`src/rtl/addsub_pkg.sv`:
```
// Shared definitions for the pipelined add/subtract unit: op encoding,
// per-stage control payload and the carry-in mapping used by stage 0.
package addsub_pkg;

    localparam logic OP_SUB = 1'b0;
    localparam logic OP_ADD = 1'b1;

    // Control part of the payload that travels with a beat. The operand and
    // result slices ride alongside in WIDTH-wide stage registers in the top.
    typedef struct packed {
        logic op;        // OP_SUB / OP_ADD
        logic carry;     // internal carry out of the chunk resolved here
        logic zero_acc;  // running AND of per-chunk zero detects
    } stage_ctrl_t;

    // Subtract runs as A + ~B + ~cin, so the borrow-in enters inverted.
    function automatic logic map_cin(input logic op, input logic cin);
        return (op == OP_ADD) ? cin : ~cin;
    endfunction

endpackage

```
`src/rtl/addsub_chunk.sv`:
```
// Combinational CHUNK-wide adder slice. Besides sum and carry-out it reports
// whether the slice sum is zero and the carry into its MSB, which the top
// stage uses to detect signed overflow.
module addsub_chunk #(
    parameter int CHUNK = 16
) (
    input  logic [CHUNK-1:0] i_a,
    input  logic [CHUNK-1:0] i_b,
    input  logic             i_cin,
    output logic [CHUNK-1:0] o_sum,
    output logic             o_cout,
    output logic             o_zero,
    output logic             o_cmsb
);

    logic [CHUNK:0] w_full;

    assign w_full = {1'b0, i_a} + {1'b0, i_b} + {{CHUNK{1'b0}}, i_cin};
    assign o_sum  = w_full[CHUNK-1:0];
    assign o_cout = w_full[CHUNK];
    assign o_zero = (w_full[CHUNK-1:0] == '0);
    // Sum bit = a ^ b ^ carry-in, so the MSB carry-in falls out for free.
    assign o_cmsb = w_full[CHUNK-1] ^ i_a[CHUNK-1] ^ i_b[CHUNK-1];

endmodule

```
`src/rtl/pipelined_addsub.sv`:
```
// Pipelined add/subtract unit: one CHUNK-wide slice resolves per stage with
// the carry registered between stages. A single global enable gives full
// backpressure; comparison flags are registered together with the result.
module pipelined_addsub
    import addsub_pkg::*;
#(
    parameter int WIDTH = 64,
    parameter int CHUNK = 16
) (
    input  logic             clk,
    input  logic             rst,
    input  logic             in_valid,
    output logic             in_ready,
    input  logic             in_op,
    input  logic [WIDTH-1:0] in_a,
    input  logic [WIDTH-1:0] in_b,
    input  logic             in_cin,
    output logic             out_valid,
    input  logic             out_ready,
    output logic [WIDTH-1:0] out_s,
    output logic             out_cb,
    output logic             out_zero,
    output logic             out_ltu,
    output logic             out_lts,
    output logic             out_ovf
);

    localparam int STAGES = WIDTH / CHUNK;
    localparam int LAST   = STAGES - 1;

    if (WIDTH % CHUNK != 0) begin : g_bad_params
        $error("pipelined_addsub: WIDTH must be a multiple of CHUNK");
    end

    // Whole pipeline advances or holds as one; only a stalled output blocks it.
    logic w_en;
    assign w_en     = !(out_valid && !out_ready);
    assign in_ready = w_en;

    // Stage registers: entry k holds the beat after chunk k has resolved.
    logic             r_valid [STAGES];
    stage_ctrl_t      r_ctrl  [STAGES];
    logic [WIDTH-1:0] r_a     [STAGES];
    logic [WIDTH-1:0] r_b     [STAGES];
    logic [WIDTH-1:0] r_s     [STAGES];

    // Per-stage combinational results, exposed for the final flag logic.
    logic             w_op_src [STAGES];
    logic             w_cout   [STAGES];
    logic             w_cmsb   [STAGES];
    logic [WIDTH-1:0] w_s_next [STAGES];

    for (genvar gi = 0; gi < STAGES; gi++) begin : g_stage
        logic [WIDTH-1:0] w_a_src;
        logic [WIDTH-1:0] w_b_src;
        logic [WIDTH-1:0] w_s_src;
        logic [WIDTH-1:0] w_s_merged;
        logic             w_valid_src;
        logic             w_c_src;
        logic             w_z_src;
        logic [CHUNK-1:0] w_b_chunk;
        logic [CHUNK-1:0] w_sum;
        logic             w_czero;

        if (gi == 0) begin : g_first
            assign w_valid_src  = in_valid;
            assign w_op_src[gi] = in_op;
            assign w_a_src      = in_a;
            assign w_b_src      = in_b;
            assign w_s_src      = '0;
            assign w_c_src      = map_cin(in_op, in_cin);
            assign w_z_src      = 1'b1;
        end else begin : g_next
            assign w_valid_src  = r_valid[gi-1];
            assign w_op_src[gi] = r_ctrl[gi-1].op;
            assign w_a_src      = r_a[gi-1];
            assign w_b_src      = r_b[gi-1];
            assign w_s_src      = r_s[gi-1];
            assign w_c_src      = r_ctrl[gi-1].carry;
            assign w_z_src      = r_ctrl[gi-1].zero_acc;
        end

        assign w_b_chunk = (w_op_src[gi] == OP_ADD) ? w_b_src[gi*CHUNK +: CHUNK]
                                                    : ~w_b_src[gi*CHUNK +: CHUNK];

        addsub_chunk #(
            .CHUNK (CHUNK)
        ) u_chunk (
            .i_a    (w_a_src[gi*CHUNK +: CHUNK]),
            .i_b    (w_b_chunk),
            .i_cin  (w_c_src),
            .o_sum  (w_sum),
            .o_cout (w_cout[gi]),
            .o_zero (w_czero),
            .o_cmsb (w_cmsb[gi])
        );

        // Splice this stage's chunk into the partially built result.
        always_comb begin
            w_s_merged                     = w_s_src;
            w_s_merged[gi*CHUNK +: CHUNK]  = w_sum;
        end
        assign w_s_next[gi] = w_s_merged;

        // Stage register: loads the advancing beat (or bubble) when enabled.
        always_ff @(posedge clk or posedge rst) begin
            if (rst) begin
                r_valid[gi] <= 1'b0;
                r_ctrl[gi]  <= '0;
                r_a[gi]     <= '0;
                r_b[gi]     <= '0;
                r_s[gi]     <= '0;
            end else if (w_en) begin
                r_valid[gi]         <= w_valid_src;
                r_ctrl[gi].op       <= w_op_src[gi];
                r_ctrl[gi].carry    <= w_cout[gi];
                r_ctrl[gi].zero_acc <= w_z_src & w_czero;
                r_a[gi]             <= w_a_src;
                r_b[gi]             <= w_b_src;
                r_s[gi]             <= w_s_merged;
            end
        end
    end

    // Flags are decoded from the top chunk as it resolves, then registered
    // so they leave together with out_s and read 0 out of reset.
    logic w_last_v;
    logic w_last_n;
    logic w_last_sub;
    logic r_cb;
    logic r_ltu;
    logic r_lts;
    logic r_ovf;

    assign w_last_v   = w_cmsb[LAST] ^ w_cout[LAST];
    assign w_last_n   = w_s_next[LAST][WIDTH-1];
    assign w_last_sub = (w_op_src[LAST] == OP_SUB);

    // Final flag register, advancing in lockstep with the last stage.
    always_ff @(posedge clk or posedge rst) begin
        if (rst) begin
            r_cb  <= 1'b0;
            r_ltu <= 1'b0;
            r_lts <= 1'b0;
            r_ovf <= 1'b0;
        end else if (w_en) begin
            r_cb  <= w_last_sub ? ~w_cout[LAST] : w_cout[LAST];
            r_ltu <= w_last_sub & ~w_cout[LAST];
            r_lts <= w_last_sub & (w_last_n ^ w_last_v);
            r_ovf <= w_last_v;
        end
    end

    assign out_valid = r_valid[LAST];
    assign out_s     = r_s[LAST];
    assign out_zero  = r_ctrl[LAST].zero_acc;
    assign out_cb    = r_cb;
    assign out_ltu   = r_ltu;
    assign out_lts   = r_lts;
    assign out_ovf   = r_ovf;

endmodule

```
`config.mk`:
```
export PLATFORM = sky130hd
export DESIGN_NAME = pipelined_addsub
export DESIGN_NICKNAME = d
export VERILOG_FILES = /design/src/rtl/addsub_pkg.sv /design/src/rtl/addsub_chunk.sv /design/src/rtl/pipelined_addsub.sv
export SDC_FILE = /design/constraint.sdc
export NUM_CORES = 1
export LEC_CHECK = 0
export CORE_AREA = 5 5 180 182
export CTS_BUF_LIST = sky130_fd_sc_hd__clkbuf_2 sky130_fd_sc_hd__clkbuf_4 sky130_fd_sc_hd__clkbuf_8
export DETAILED_ROUTE_END_ITERATION = 6
export DIE_AREA = 0 0 185 187
export PLACE_DENSITY = 0.88
export SKIP_LAST_GASP = 1
export SLEW_MARGIN = 20
export SYNTH_ARGS = -nofsm -noshare
export SYNTH_HDL_FRONTEND = slang
export SYNTH_SLANG_ARGS = --single-unit
```
`constraint.sdc`:
```
create_clock -name clk -period 15.39 [get_ports clk]
set_clock_uncertainty 0.05 [all_clocks]
set_input_delay 3.8475 -clock clk [delete_from_list [all_inputs] [get_ports clk]]
set_output_delay 3.8475 -clock clk [all_outputs]
set_load 0.05 [all_outputs]
```
==> impl_metrics.tcl, run 1 <==
set metrics [dict create \
    status "completed" \
    syn_inst 1988 \
    vdd_drop_max_mv 0.168 \
    async_flop_share 1.00 \
    io_buffers 204 \
    slew_viol_final 0 \
    synth_top_area_frac 0.531 \
    min_to "g_stage[1].w_b_src[32]" \
    syn_nets 2191 \
    cts_buffers 58 \
    rr_worst_depth 13 \
    crit_family "buffers and inverters" \
    clk_path_buf_depth 3 \
    die_w_um 185 \
    ys_warn_count 0 \
    area_delta_synth_final_pct 20.8 \
    clock.fmax_mhz 101 \
    grt_start_max_net_pins 214 \
    rrSetupSlack_ns 11.58 \
    end_kind "output port" \
    grt_overflow 0 \
    register_area_um2 9260 \
    min_path_cells 2 \
    multi_input_area_um2 7700 \
    yosysSeqAreaShare 0.531 \
    hold_path.class "reg2reg" \
    die-area_um2 34600 \
    ys_ff_latch 370 \
    vias_per_cell 5.32 \
    cts_resized 0 \
    antenna_found_initial 1 \
    vias 13900 \
    yosys.area.top_type "dfrtp_1" \
    cp_slowest_cell "clkdlybuf4s50_1" \
    h-tree-depth 2 \
    hold_path.startpoint "g_stage[1].w_b_src[32]" \
    critPathMaxStageDelay_ns 0.94 \
    timing.rr.end "out_zero" \
    postCtsSetupRepairBufs 0 \
    place.gp.congestion 0.873 \
    crit_required_ns 11.49 \
    synth_edf_count 0 \
    timing.rr.start "r_ctrl[5]" \
    nFillCells 2335 \
    syn_area_um2 17400 \
    synth.area.top_cells "dfrtp_1, nand2_1, ha_1" \
    synth_ff_type "dfrtp_1" \
    drive_gt1_frac 0.0654 \
    clk_pin_slew_worst_paths_ns 0.06 \
    grt_pass1_wl_um 65700 \
    core_um2 30400 \
    boundaryPins 205 \
    final_common_cell "nand2_1" \
    hold_buffers 0 \
    ys_types 66 \
    grt_usage 0.227 \
    ant_nets 0 \
    crit_buf_inv 3 \
    cts_tree "built" \
    crit_top_cell "clkdlybuf4s50_1" \
    cp_max_fo 141 \
    power_density_nw_per_um2 252 \
    rsz0062_at_grt "false" \
    fin_nets 2373 \
    clock_sinks 370 \
    die_h_um 187 \
    crit_chain "clkdlybuf4s50_1, nor2b_4, inv_8, clkdlybuf4s50_1" \
    hold_viol 0 \
    maxCapViolations 0 \
    avgSynthCellArea_um2 8.76 \
    cp_data_arrival_time_ns 6.01 \
    first_pass_iters 5 \
    grt_pass1_vias 13900 \
    start_util 0.573 \
    worst_pin_slew_ns 1.07 \
    setup_viol_count_final 0 \
    setup.worst_path.class "in2out" \
    fin_crit_sh 0.644 \
    fp-row-count 64 \
    clockRootBuffer "clkbuf_8" \
    dp_hpwl_um 27300 \
    drt_iter0_drc 1041 \
    tns_ns 0 \
    wire_per_inst_um 15.2 \
    period_minus_slack_ns 9.91 \
    wl_um 39800 \
    layout_common_cells "nand2_1, dfrtp_1, clkdlybuf4s50_1" \
    maxSlewHeadroom 0.283 \
    drc 0 \
    whs_ns 0.413 \
    startpoint_type "input pin" \
    clk_latency_ns 0.58 \
    p_leak_uw 0.0104 \
]
==> worst max-delay path by stage <==
stage	from	to	slack (ns)	cells past startpoint
after floorplan	rst	g_stage[1].w_a_src[16]	1.22	1
after global placement	out_ready	in_ready	5.55	4
after detailed placement	out_ready	in_ready	5.52	4
after CTS	out_ready	in_ready	5.51	4
after global routing	out_ready	in_ready	5.41	4
final	out_ready	in_ready	5.48	4
==> state kept, by name, summed over array words and instances (netlist names), 3 cells and up <==
name / cells
r_ctrl: 3
g_stage.w_a_src: 96
out_s: 64
g_stage.w_c_src: 3
g_stage.w_valid_src: 3
g_stage.w_s_src: 96
g_stage.w_b_src: 96
g_stage.w_z_src: 3
==> through the flow <==
stage / area (µm²) / total power, µW / setup slack, ns / cells / utilization
floorplan: 17400 / 3660 / 1.22 / 1988 / -
global placement: 19700 / 4280 / 5.55 / 2506 / 0.648
detailed placement: 19700 / 4400 / 5.52 / 2506 / 0.648
CTS: 21000 / 5310 / 5.51 / 2614 / 0.691
global route: 21000 / 5710 / 5.41 / 2615 / 0.691
finish: 21000 / 5310 / 5.48 / 2615 / 0.691
==> per-layer routing <==
layer  track usage  vias to the layer above  wire, µm
li1              -                     6765         -
met1         0.295                     6664     16200
met2         0.390                      397     20100
met5             0                        -         0
met4        0.0782                        0      1140
met3        0.0329                       74      2330
==> kinds of logic (layout without fill, tap and decap cells) <==
group | Yosys count | count (layout) | share of synthesized area
AOI/OAI and AO/OA | 200 | 200 | 0.0753
adders and majority gates | 69 | 69 | 0.0530
other | 0 | 1 | 0
buffers and inverters | 120 | 350 | 0.0269
muxes | 10 | 10 | 0.00639
and+or+nand+nor | 1116 | 1116 | 0.255
DFF | 370 | 370 | 0.531
xor gates and xnor gates | 103 | 103 | 0.0518
==> report_power, final <==
part | internal, µW | switching [µW] | total (µW)
clock | 519 | 370 | 889
combinational | 1050 | 1710 | 2760
sequential | 1410 | 250 | 1660
==> worst min-delay path, cell delays in order, from the launching register on <==
cell and delay [ns]:
dfrtp_1 0.34, nand2_1 0.05, nand2_1 0.05
==> synth_stat cells (12+ instances only) <==
cell type and number:
xor2_1 20, nor3_1 21, xnor2_1 83, a21oi_1 48
o31ai_1 12, clkbuf_1 87, o21ai_0 44, dfrtp_1 370
o21a_1 20, nand2_1 981, ha_1 61, inv_1 29
nor2_1 40
==> cell type report <==
cell class | count | share of cell area
flip-flops and latches | 370 | 0.440
clock inverters | 9 | 0.00375
multi-input cells | 1498 | 0.366
clock buffers | 99 | 0.0585
inverters | 29 | 0.00589
well taps | 396 | 0.0235
repair buffers | 213 | 0.102
diodes | 1 | 0.000119
Power figures use the tool's default switching activity.
==> run 2: changes to the inputs <==
clock period = 9.5 ns   (was 15.39 ns; I/O delays follow)
==> impl_metrics.tcl, run 2 (same netlist as run 1, synthesis figures left out) <==
set metrics [dict create \
    grt_overflow 0 \
    h-tree-depth 2 \
    fin_nets 2376 \
    grt_start_max_net_pins 210 \
    drt_iter0_drc 1041 \
    maxSlewHeadroom 0.338 \
    worst_pin_slew_ns 0.990 \
    crit_required_ns 7.08 \
    area_delta_synth_final_pct 21.1 \
    final_util 0.693 \
    nFillCells 2259 \
    place.gp.congestion 0.886 \
    dpl.cell_count 2509 \
    start_util 0.573 \
    setup_viol_count_final 0 \
    rsz0062_at_grt "false" \
    drive_gt1_frac 0.0671 \
    antenna_cells 0 \
    antenna_found_initial 1 \
    core_um2 30400 \
    grt_usage 0.227 \
    fin_crit_sh 0.735 \
    final_common_cell "nand2_1" \
    final_area_um2 21100 \
    stdcell_count 2618 \
    vdd_drop_max_mv 0.290 \
    cts_tree "built" \
    fp-row-count 64 \
    clk_latency_ns 0.58 \
    die-area_um2 34600 \
    clock_sinks 370 \
    drc 0 \
    hold_path.class "reg2reg" \
    grt_pass1_wl_um 65600 \
    die_w_um 185 \
    first_pass_iters 5 \
    hold_buffers 0 \
    clk_pin_slew_worst_paths_ns 0.06 \
    dp_hpwl_um 27300 \
    power_density_nw_per_um2 410 \
    clk_path_buf_depth 3 \
    ant_nets 0 \
    wire_per_inst_um 15.2 \
    cp_data_arrival_time_ns 4.55 \
    postCtsSetupRepairBufs 0 \
    vias 13900 \
    maxCapViolations 0 \
    startpoint_type "input pin" \
    cts_buffers 58 \
    die_h_um 187 \
    clockRootBuffer "clkbuf_8" \
    end_kind "output port" \
    slew_viol_final 0 \
    clock.fmax_mhz 143 \
    hold_viol 0 \
    layout_common_cells "nand2_1, dfrtp_1, clkdlybuf4s50_1" \
    p_leak_uw 0.0104 \
    grt_pass1_vias 13800 \
    wl_um 39900 \
    boundaryPins 205 \
    status "completed" \
    io_buffers 204 \
    cts_resized 0 \
    tns_ns 0 \
    dpl_cell_area_um2 19700 \
    cp_max_fo 168 \
    period_minus_slack_ns 6.98 \
    totalPowerFinal_uw 8650 \
    vias_per_cell 5.32 \
    setup.worst_path.class "in2out" \
]
-- run 2: cell count changes in the layout (fill, tap and decap cells not counted) --
cell	change
bufinv_16	+2
buf_4	+3
buf_6	+2
clkinv_2	+5
clkbuf_8	+2
clkbuf_4	-8
buf_12	-2
diode_2	-1
clkinvlp_4	+2
inv_8	-1
inv_6	-1
-- run 2: metrics by stage --
stage | hold slack, ns | setup WS [ns]
finish | 0.414 | 2.52
global route | 0.431 | 2.44
CTS | 0.401 | 2.53
detailed placement | 0.403 | 2.52
global placement | 0.398 | 2.54
floorplan | 0.380 | 2.11
-- run 2: critical path, cell delays in order --
cell	delay, ns
clkdlybuf4s50_1	0.50
nor2b_4	0.07
inv_8	0.57
clkdlybuf4s50_1	0.95
-- run 2: worst paths after layout --
kind | start | cells after the start | slack [ns] | endpoint
max in group asynchronous | rst | 4 | 5.32 | g_stage[3].w_b_src[57]
worst min register to register | out_s[5] | 2 | 0.41 | out_s[5]
min in group asynchronous | rst | 2 | 2.18 | out_s[32]
worst max-delay path | out_ready | 4 | 2.52 | in_ready
worst max register to register | r_ctrl[8] | 12 | 5.64 | g_stage[3].w_z_src
worst min-delay path | out_s[5] | 2 | 0.41 | out_s[5]
-- run 2: cell type report --
type	count	area, µm²	area share
tap	396	495	0.0235
sequential	370	9260	0.439
timing repair buffer	216	2150	0.102
clock inverter	16	163	0.00771
multi-input combinational	1498	7700	0.365
inverter	29	120	0.00569
clock buffer	93	1200	0.0568
-- run 2: report_power, final --
part / total (µW) / switching, µW / internal [µW]
clock: 1490 / 609 / 883
combinational: 4450 / 2750 / 1700
sequential: 2710 / 425 / 2280
-- run 2: per-layer routing --
metal,up-vias,global-route usage,routed length [µm]
met5,-,0,13
met4,2,0.0819,1390
met3,93,0.0371,2280
met2,424,0.381,19600
met1,6632,0.300,16600
li1,6780,-,-
